`config.mk`:
```
export PLATFORM = sky130hd
export DESIGN_NAME = wir_ctrl_flat
export DESIGN_NICKNAME = d
export VERILOG_FILES = /design/src/rtl/wir_pkg.sv /design/src/rtl/wir_if.sv /design/src/rtl/wir_decode.sv /design/src/rtl/wir_ctrl.sv /design/src/flat_wrapper.sv
export SDC_FILE = /design/constraint.sdc
export NUM_CORES = 1
export LEC_CHECK = 0
export CAP_MARGIN = 20
export CORE_UTILIZATION = 46
export CTS_CLUSTER_DIAMETER = 150
export CTS_CLUSTER_SIZE = 40
export DETAILED_ROUTE_END_ITERATION = 7
export GPL_TIMING_DRIVEN = 0
export PLACE_DENSITY = 0.77
export SLEW_MARGIN = 0
export SYNTH_ARGS = -nofsm -noshare
export SYNTH_HDL_FRONTEND = slang
export SYNTH_SLANG_ARGS = --single-unit
```
`constraint.sdc`:
```
create_clock -name WRCK -period 1.7 [get_ports WRCK]
set_clock_uncertainty 0.15 [all_clocks]
set_input_delay 0.425 -clock WRCK [delete_from_list [all_inputs] [get_ports WRCK]]
set_output_delay 0.425 -clock WRCK [all_outputs]
set_load 0.05 [all_outputs]
```
`src/rtl/wir_pkg.sv`:
```
// Shared definitions for the IEEE 1500 wrapper instruction register controller:
// register width, opcode values, capture pattern and decoded mode bundle.
package wir_pkg;

  localparam int WIR_W = 4;

  localparam logic [3:0] WS_BYPASS = 4'h0;
  localparam logic [3:0] WS_EXTEST = 4'h1;
  localparam logic [3:0] WS_INTEST = 4'h2;
  localparam logic [3:0] WS_SCAN   = 4'h3;
  localparam logic [3:0] WP_EXTEST = 4'h4;
  localparam logic [3:0] WP_BYPASS = 4'h5;
  localparam logic [3:0] WS_MBIST  = 4'h6;
  localparam logic [3:0] WS_CLAMP  = 4'h7;

  // Fixed value loaded into the shift stage on CaptureWR.
  localparam logic [3:0] WIR_CAPTURE = 4'b0001;

  // Static mode bits driven towards the wrapped core.
  typedef struct packed {
    logic wirExtest;
    logic extest;
    logic wirWpc;
    logic wirWbrConcat;
    logic wbrConcat;
    logic scanmode;
    logic mbistmode;
    logic busDisable;
    logic wppBypass;
    logic holdInputs;
    logic holdOutputs;
  } wirModes_t;

  // Instructions whose data path goes serially through the WBR; everything
  // else, reserved codes included, routes data through the bypass bit.
  function automatic logic isSerialWbr(input logic [3:0] op);
    return (op == WS_EXTEST) || (op == WS_INTEST) || (op == WS_SCAN);
  endfunction

endpackage

```
`src/rtl/wir_if.sv`:
```
// Wrapper serial port bundle between the WIR controller and its environment.
// master is the controller side, slave is the side driving WSP strobes.
interface wir_if;

  logic WSI;
  logic wbr_so;
  logic WSO;
  logic SelectWIR;
  logic CaptureWR;
  logic ShiftWR;
  logic UpdateWR;

  logic wir_extest;
  logic extest;
  logic wir_wpc;
  logic wir_wbr_concat;
  logic wbr_concat;
  logic scanmode;
  logic mbistmode;
  logic bus_disable;
  logic wpp_bypass;
  logic hold_inputs;
  logic hold_outputs;

  logic wse_inputs;
  logic wse_outputs;
  logic se;
  logic wby_shift;

  logic wir_illegal;

  modport master (
    input  WSI, wbr_so, SelectWIR, CaptureWR, ShiftWR, UpdateWR,
    output WSO,
    output wir_extest, extest, wir_wpc, wir_wbr_concat, wbr_concat,
    output scanmode, mbistmode, bus_disable, wpp_bypass, hold_inputs, hold_outputs,
    output wse_inputs, wse_outputs, se, wby_shift,
    output wir_illegal
  );

  modport slave (
    output WSI, wbr_so, SelectWIR, CaptureWR, ShiftWR, UpdateWR,
    input  WSO,
    input  wir_extest, extest, wir_wpc, wir_wbr_concat, wbr_concat,
    input  scanmode, mbistmode, bus_disable, wpp_bypass, hold_inputs, hold_outputs,
    input  wse_inputs, wse_outputs, se, wby_shift,
    input  wir_illegal
  );

endinterface

```
`src/rtl/wir_decode.sv`:
```
// Combinational instruction decoder: opcode -> mode bits, reserved flag and
// serial-WBR flag. Reserved codes behave as WS_BYPASS but raise illegal.
module wir_decode
  import wir_pkg::*;
(
  input  logic [3:0] i_wirUp,
  output wirModes_t  o_modes,
  output logic       o_illegal,
  output logic       o_serialWbr
);

  // Map each opcode to the set of mode bits it asserts; all others stay low.
  always_comb begin
    o_modes   = '0;
    o_illegal = 1'b0;
    case (i_wirUp)
      WS_BYPASS: ;
      WS_EXTEST: begin
        o_modes.wirExtest  = 1'b1;
        o_modes.extest     = 1'b1;
        o_modes.holdInputs = 1'b1;
      end
      WS_INTEST: o_modes.holdOutputs = 1'b1;
      WS_SCAN: begin
        o_modes.scanmode     = 1'b1;
        o_modes.wbrConcat    = 1'b1;
        o_modes.wirWbrConcat = 1'b1;
      end
      WP_EXTEST: begin
        o_modes.wirExtest = 1'b1;
        o_modes.extest    = 1'b1;
        o_modes.wirWpc    = 1'b1;
      end
      WP_BYPASS: o_modes.wppBypass = 1'b1;
      WS_MBIST: begin
        o_modes.mbistmode   = 1'b1;
        o_modes.holdOutputs = 1'b1;
      end
      WS_CLAMP: begin
        o_modes.busDisable  = 1'b1;
        o_modes.holdInputs  = 1'b1;
        o_modes.holdOutputs = 1'b1;
      end
      default: o_illegal = 1'b1;
    endcase
  end

  assign o_serialWbr = isSerialWbr(i_wirUp);

endmodule

```
`src/rtl/wir_ctrl.sv`:
```
// IEEE 1500 WIR controller: shift/update instruction stages, bypass bit,
// registered mode outputs, per-cycle shift strobes and the WSO select.
module wir_ctrl #(
  parameter int WIR_W = wir_pkg::WIR_W
) (
  input logic   WRCK,
  input logic   RESET,
  wir_if.master bus
);

  import wir_pkg::*;

  logic [WIR_W-1:0] r_wirSh;
  logic [WIR_W-1:0] r_wirUp;
  logic             r_wby;
  logic             r_serialWbr;
  logic             r_illegal;
  wirModes_t        r_modes;

  logic [WIR_W-1:0] w_wirUpNext;
  wirModes_t        w_decModes;
  logic             w_decIllegal;
  logic             w_decSerialWbr;
  logic             w_capWir;
  logic             w_shiftWir;
  logic             w_updWir;
  logic             w_dshift;
  logic             w_wbyEn;

  // Capture beats shift beats update when strobes collide.
  assign w_capWir    = bus.CaptureWR & bus.SelectWIR;
  assign w_shiftWir  = bus.ShiftWR & bus.SelectWIR & ~bus.CaptureWR;
  assign w_updWir    = bus.UpdateWR & bus.SelectWIR & ~bus.CaptureWR & ~bus.ShiftWR;
  assign w_wirUpNext = w_updWir ? r_wirSh : r_wirUp;
  assign w_wbyEn     = ~bus.SelectWIR & ~r_serialWbr;

  // Decoding the next update value lets mode flops change on the update edge.
  wir_decode u_decode (
    .i_wirUp     (w_wirUpNext),
    .o_modes     (w_decModes),
    .o_illegal   (w_decIllegal),
    .o_serialWbr (w_decSerialWbr)
  );

  // Instruction shift stage: capture the fixed pattern or shift in WSI LSB-first.
  always_ff @(posedge WRCK) begin
    if (RESET) begin
      r_wirSh <= '0;
    end else if (w_capWir) begin
      r_wirSh <= WIR_CAPTURE;
    end else if (w_shiftWir) begin
      r_wirSh <= {bus.WSI, r_wirSh[WIR_W-1:1]};
    end
  end

  // Instruction update stage plus the registered decode that follows it.
  always_ff @(posedge WRCK) begin
    if (RESET) begin
      r_wirUp     <= '0;
      r_modes     <= '0;
      r_illegal   <= 1'b0;
      r_serialWbr <= 1'b0;
    end else begin
      r_wirUp     <= w_wirUpNext;
      r_modes     <= w_decModes;
      r_illegal   <= w_decIllegal;
      r_serialWbr <= w_decSerialWbr;
    end
  end

  // Single-bit wrapper bypass register, active only for bypass-class instructions.
  always_ff @(posedge WRCK) begin
    if (RESET) begin
      r_wby <= 1'b0;
    end else if (w_wbyEn) begin
      if (bus.CaptureWR) begin
        r_wby <= 1'b0;
      end else if (bus.ShiftWR) begin
        r_wby <= bus.WSI;
      end
    end
  end

  assign w_dshift = bus.ShiftWR & ~bus.SelectWIR;

  assign bus.wse_inputs  = w_dshift & r_serialWbr;
  assign bus.wse_outputs = w_dshift & r_serialWbr;
  assign bus.se          = w_dshift & (r_wirUp == WS_SCAN);
  assign bus.wby_shift   = w_dshift & ~r_serialWbr;

  assign bus.WSO = bus.SelectWIR ? r_wirSh[0] : (r_serialWbr ? bus.wbr_so : r_wby);

  assign bus.wir_extest     = r_modes.wirExtest;
  assign bus.extest         = r_modes.extest;
  assign bus.wir_wpc        = r_modes.wirWpc;
  assign bus.wir_wbr_concat = r_modes.wirWbrConcat;
  assign bus.wbr_concat     = r_modes.wbrConcat;
  assign bus.scanmode       = r_modes.scanmode;
  assign bus.mbistmode      = r_modes.mbistmode;
  assign bus.bus_disable    = r_modes.busDisable;
  assign bus.wpp_bypass     = r_modes.wppBypass;
  assign bus.hold_inputs    = r_modes.holdInputs;
  assign bus.hold_outputs   = r_modes.holdOutputs;
  assign bus.wir_illegal    = r_illegal;

endmodule
```
`src/flat_wrapper.sv`:
```
// flat-port wrapper written by rule: the top's interface ports become plain ports
module wir_ctrl_flat import wir_pkg::*;
#(
  parameter int WIR_W = wir_pkg::WIR_W
)
  (WRCK, RESET, bus_WSI, bus_wbr_so, bus_SelectWIR, bus_CaptureWR, bus_ShiftWR, bus_UpdateWR, bus_WSO, bus_wir_extest, bus_extest, bus_wir_wpc, bus_wir_wbr_concat, bus_wbr_concat, bus_scanmode, bus_mbistmode, bus_bus_disable, bus_wpp_bypass, bus_hold_inputs, bus_hold_outputs, bus_wse_inputs, bus_wse_outputs, bus_se, bus_wby_shift, bus_wir_illegal);
  wir_if bus_i ();
  input logic WRCK;
  input logic RESET;
  input wire logic [$bits(bus_i.WSI)-1:0] bus_WSI;
  input wire logic [$bits(bus_i.wbr_so)-1:0] bus_wbr_so;
  input wire logic [$bits(bus_i.SelectWIR)-1:0] bus_SelectWIR;
  input wire logic [$bits(bus_i.CaptureWR)-1:0] bus_CaptureWR;
  input wire logic [$bits(bus_i.ShiftWR)-1:0] bus_ShiftWR;
  input wire logic [$bits(bus_i.UpdateWR)-1:0] bus_UpdateWR;
  output wire logic [$bits(bus_i.WSO)-1:0] bus_WSO;
  output wire logic [$bits(bus_i.wir_extest)-1:0] bus_wir_extest;
  output wire logic [$bits(bus_i.extest)-1:0] bus_extest;
  output wire logic [$bits(bus_i.wir_wpc)-1:0] bus_wir_wpc;
  output wire logic [$bits(bus_i.wir_wbr_concat)-1:0] bus_wir_wbr_concat;
  output wire logic [$bits(bus_i.wbr_concat)-1:0] bus_wbr_concat;
  output wire logic [$bits(bus_i.scanmode)-1:0] bus_scanmode;
  output wire logic [$bits(bus_i.mbistmode)-1:0] bus_mbistmode;
  output wire logic [$bits(bus_i.bus_disable)-1:0] bus_bus_disable;
  output wire logic [$bits(bus_i.wpp_bypass)-1:0] bus_wpp_bypass;
  output wire logic [$bits(bus_i.hold_inputs)-1:0] bus_hold_inputs;
  output wire logic [$bits(bus_i.hold_outputs)-1:0] bus_hold_outputs;
  output wire logic [$bits(bus_i.wse_inputs)-1:0] bus_wse_inputs;
  output wire logic [$bits(bus_i.wse_outputs)-1:0] bus_wse_outputs;
  output wire logic [$bits(bus_i.se)-1:0] bus_se;
  output wire logic [$bits(bus_i.wby_shift)-1:0] bus_wby_shift;
  output wire logic [$bits(bus_i.wir_illegal)-1:0] bus_wir_illegal;
  assign bus_i.WSI = bus_WSI;
  assign bus_i.wbr_so = bus_wbr_so;
  assign bus_i.SelectWIR = bus_SelectWIR;
  assign bus_i.CaptureWR = bus_CaptureWR;
  assign bus_i.ShiftWR = bus_ShiftWR;
  assign bus_i.UpdateWR = bus_UpdateWR;
  assign bus_WSO = bus_i.WSO;
  assign bus_wir_extest = bus_i.wir_extest;
  assign bus_extest = bus_i.extest;
  assign bus_wir_wpc = bus_i.wir_wpc;
  assign bus_wir_wbr_concat = bus_i.wir_wbr_concat;
  assign bus_wbr_concat = bus_i.wbr_concat;
  assign bus_scanmode = bus_i.scanmode;
  assign bus_mbistmode = bus_i.mbistmode;
  assign bus_bus_disable = bus_i.bus_disable;
  assign bus_wpp_bypass = bus_i.wpp_bypass;
  assign bus_hold_inputs = bus_i.hold_inputs;
  assign bus_hold_outputs = bus_i.hold_outputs;
  assign bus_wse_inputs = bus_i.wse_inputs;
  assign bus_wse_outputs = bus_i.wse_outputs;
  assign bus_se = bus_i.se;
  assign bus_wby_shift = bus_i.wby_shift;
  assign bus_wir_illegal = bus_i.wir_illegal;
  wir_ctrl #(.WIR_W(WIR_W)) u_core (.WRCK(WRCK), .RESET(RESET), .bus(bus_i));
endmodule
```
==> results.sh <==
export IMPL_cts_tree="built"
export IMPL_area_growth_pct=43.3
export IMPL_reg2reg_slack_ps=180
export IMPL_globalRouteOverflowTotal=0
export IMPL_ios=25
export IMPL_setup_ws_ps=-63.9
export IMPL_cp_num_buf_inv=1
export IMPL_insertion_delay_ps=290
export IMPL_maxCapViolCount=0
export IMPL_drc=0
export IMPL_yosysUniqueCellTypes=30
export IMPL_cts_made_buffers=3
export IMPL_finalCritPeriodShare=1.04
export IMPL_fin_tns_setup_ps=-75.5
export IMPL_dpl_cell_area_sq_um=1200
export IMPL_worstPathCellList="nor2b_4, and4b_2, buf_8"
export IMPL_num_antenna_cells=0
export IMPL_clock_fmax_ghz=0.567
export IMPL_hp_start="bus_SelectWIR"
export IMPL_hold_violations=0
export IMPL_grt_pass1_vias=844
export IMPL_cp_arrival_ps=1190
export IMPL_setup_worst_path_class="reg -> out"
export IMPL_dr_first_iter_drc_count=30
export IMPL_core_sq_um=1780
export IMPL_final_antenna_net_count=0
export IMPL_ir_worst_vdd_mv=0.539
export IMPL_nets=150
export IMPL_place_gp_congestion=0.901
export IMPL_crit_path_max_incr_delay_ps=370
export IMPL_crit_required_ps=1120
export IMPL_rsz0062_at_grt="true"
export IMPL_hp_class="in -> reg"
export IMPL_drive_gt1_frac=0.369
export IMPL_fillCellCount=132
export IMPL_io_buffers=23
export IMPL_final_cell_area_sq_um=1290
export IMPL_synth_cells=108
export IMPL_synth_warnings=0
export IMPL_cts_sinks=19
export IMPL_tightest_slew_ps=505
export IMPL_start_kind="flip-flop"
export IMPL_multi_input_area_sq_um=504
export IMPL_regArea_sq_um=397
export IMPL_synth_edf_count=0
export IMPL_critPathTopFamily="simple AND/OR/NAND/NOR gates"
export IMPL_setup_viol=2
export IMPL_ctsLongestPathBuffers=2
export IMPL_cellPowerDensity_nw_per_um2=599
export IMPL_synth_flop_cell="dfxtp_1"
export IMPL_die_area_sq_um=2140
export IMPL_dp_final_hpwl_um=1480
export IMPL_reg2reg_to="u_core.r_serialWbr"
export IMPL_end_kind="primary output"
export IMPL_grt_use_total=0.241
export IMPL_initial_core_util=0.505
export IMPL_ys_seq_area_frac=0.423
export IMPL_row_count=15
export IMPL_dp_cells=156
export IMPL_slew_viol_final=0
export IMPL_syn_nets=116
export IMPL_rr_worst_depth=4
export IMPL_hold_end="u_core.r_wby"
export IMPL_routed_via_count=940
export IMPL_wl_per_cell_um=13.5
export IMPL_htree_num_levels=1
export IMPL_p_leak_nw=0.504
export IMPL_root_buffer="clkbuf_4"
export IMPL_stdcell_count=166
export IMPL_path_max_fanout=2
export IMPL_syn_cell_area_sq_um=900
export IMPL_async_flop_share=0
export IMPL_finalCriticalPeriod_ps=1760
export IMPL_dieWidth_um=46.2
export IMPL_post_drt_via_cell_ratio=5.66
export IMPL_grt_max_degree=12
export IMPL_hold_path_depth=4
export IMPL_worstReg2RegStart="u_core.r_wirSh[1]"
export IMPL_slew_headroom=0.663
export IMPL_grt_pass1_wl_um=3700
export IMPL_dieHeight_um=46.2
export IMPL_path_clk_slew_ps=100
export IMPL_cp_startpoint="u_core.r_wirUp[0]"
export IMPL_antenna_found_initial=0
export IMPL_crit_slowest_cell="dfxtp_4"
export IMPL_first_pass_iters=4
export IMPL_reg_top3="u_core.r_wirSh x4, u_core.r_wirUp x4"
export IMPL_status="complete, but fails checks"
export IMPL_finalWirelength_um=2240
export IMPL_ys_ff_latch=19
export IMPL_violations="negative setup slack"
export IMPL_avgSynthCellArea_sq_um=8.33
## synthesized netlist by cell type (2+ instances only)
master | count | share of area
a22oi_1 | 2 | 0.017
buf_4 | 4 | 0.033
nand2_1 | 10 | 0.042
buf_2 | 2 | 0.011
or4_1 | 2 | 0.017
nand4_1 | 6 | 0.042
xnor2_1 | 2 | 0.019
o21ai_0 | 2 | 0.011
inv_1 | 3 | 0.013
clkbuf_1 | 5 | 0.021
nor2b_1 | 5 | 0.035
a21oi_1 | 15 | 0.083
dfxtp_1 | 19 | 0.42
and3b_1 | 2 | 0.019
nand4b_1 | 2 | 0.019
nor2_1 | 9 | 0.038
nand3_1 | 5 | 0.028
## worst register-to-register path, stage by stage, from the launching register on
cell      delay, ps
dfxtp_1         330
clkbuf_1        360
nor2_1           60
or4_1           400
a21oi_1         140
## metrics by stage
stage	utilization	hold WS, ps	power [W]	setup WS (ps)
floorplan	-	298	0.000523	-4.13
global placement	0.672	309	0.000557	-1070
detailed placement	0.672	325	0.000559	-1080
CTS	0.745	340	0.000772	-71.0
global route	0.723	269	0.000806	-112
finish	0.723	261	0.000773	-63.9
## what timing repair did
item / 4_1_cts / 5_1_grt
resized for setup: 89 / 22
hold buffers: 0 / 0
pin swaps: 2 / 2
setup endpoints to repair: 31 / 24
setup buffers: 7 / 2
## power breakdown
part           internal (W)  switching [W]   total, W  leakage [nW]
combinational     0.0000431      0.0000554  0.0000985         0.330
sequential         0.000444     0.00000711   0.000451         0.157
clock             0.0000877       0.000136   0.000223        0.0177
total              0.000574       0.000198   0.000773         0.504
## cells by family (layout without fill, tap and decap cells)
family | Yosys count | count (layout) | share of synthesized area
and+or+nand+nor | 46 | 46 | 0.298
AOI/OAI and AO/OA | 24 | 24 | 0.157
DFF | 19 | 19 | 0.423
buffers and inverters | 15 | 48 | 0.0821
xor gates and xnor gates | 3 | 3 | 0.0292
muxes | 1 | 1 | 0.0111
## layout by cell type, fill, tap and decap left out, drive strengths merged, types with 3 or more instances in the layout
cell and count:
nand2 10, nor2b 5, nand4 6, clkbuf 15, nor2 9, dfxtp 19
inv 3, a21oi 15, buf 23, nand3 5
## metal layers
metal	vias to the layer above	global-route usage	share of wire
met3	11	0.0431	0.065
met4	0	0.0882	0.030
met1	433	0.321	0.43
met2	45	0.386	0.48
met5	-	0	0
li1	451	-	-
## final cells by class
type,instances,share of cell area
plain buffers,9,0.0388
repair buffers,32,0.208
inverters,3,0.00874
flip-flops and latches,19,0.308
clock inverters,1,0.00388
multi-input cells,74,0.391
well taps,25,0.0243
clock buffers,3,0.0175
## worst max-delay path by stage
stage                                  to  cells past startpoint
after floorplan           bus_wse_outputs                      3
after global placement    bus_wse_outputs                      5
after detailed placement  bus_wse_outputs                      5
after CTS                          bus_se                      3
after global routing               bus_se                      3
final                              bus_se                      3
No activity file was read; power rests on OpenSTA's default activity.
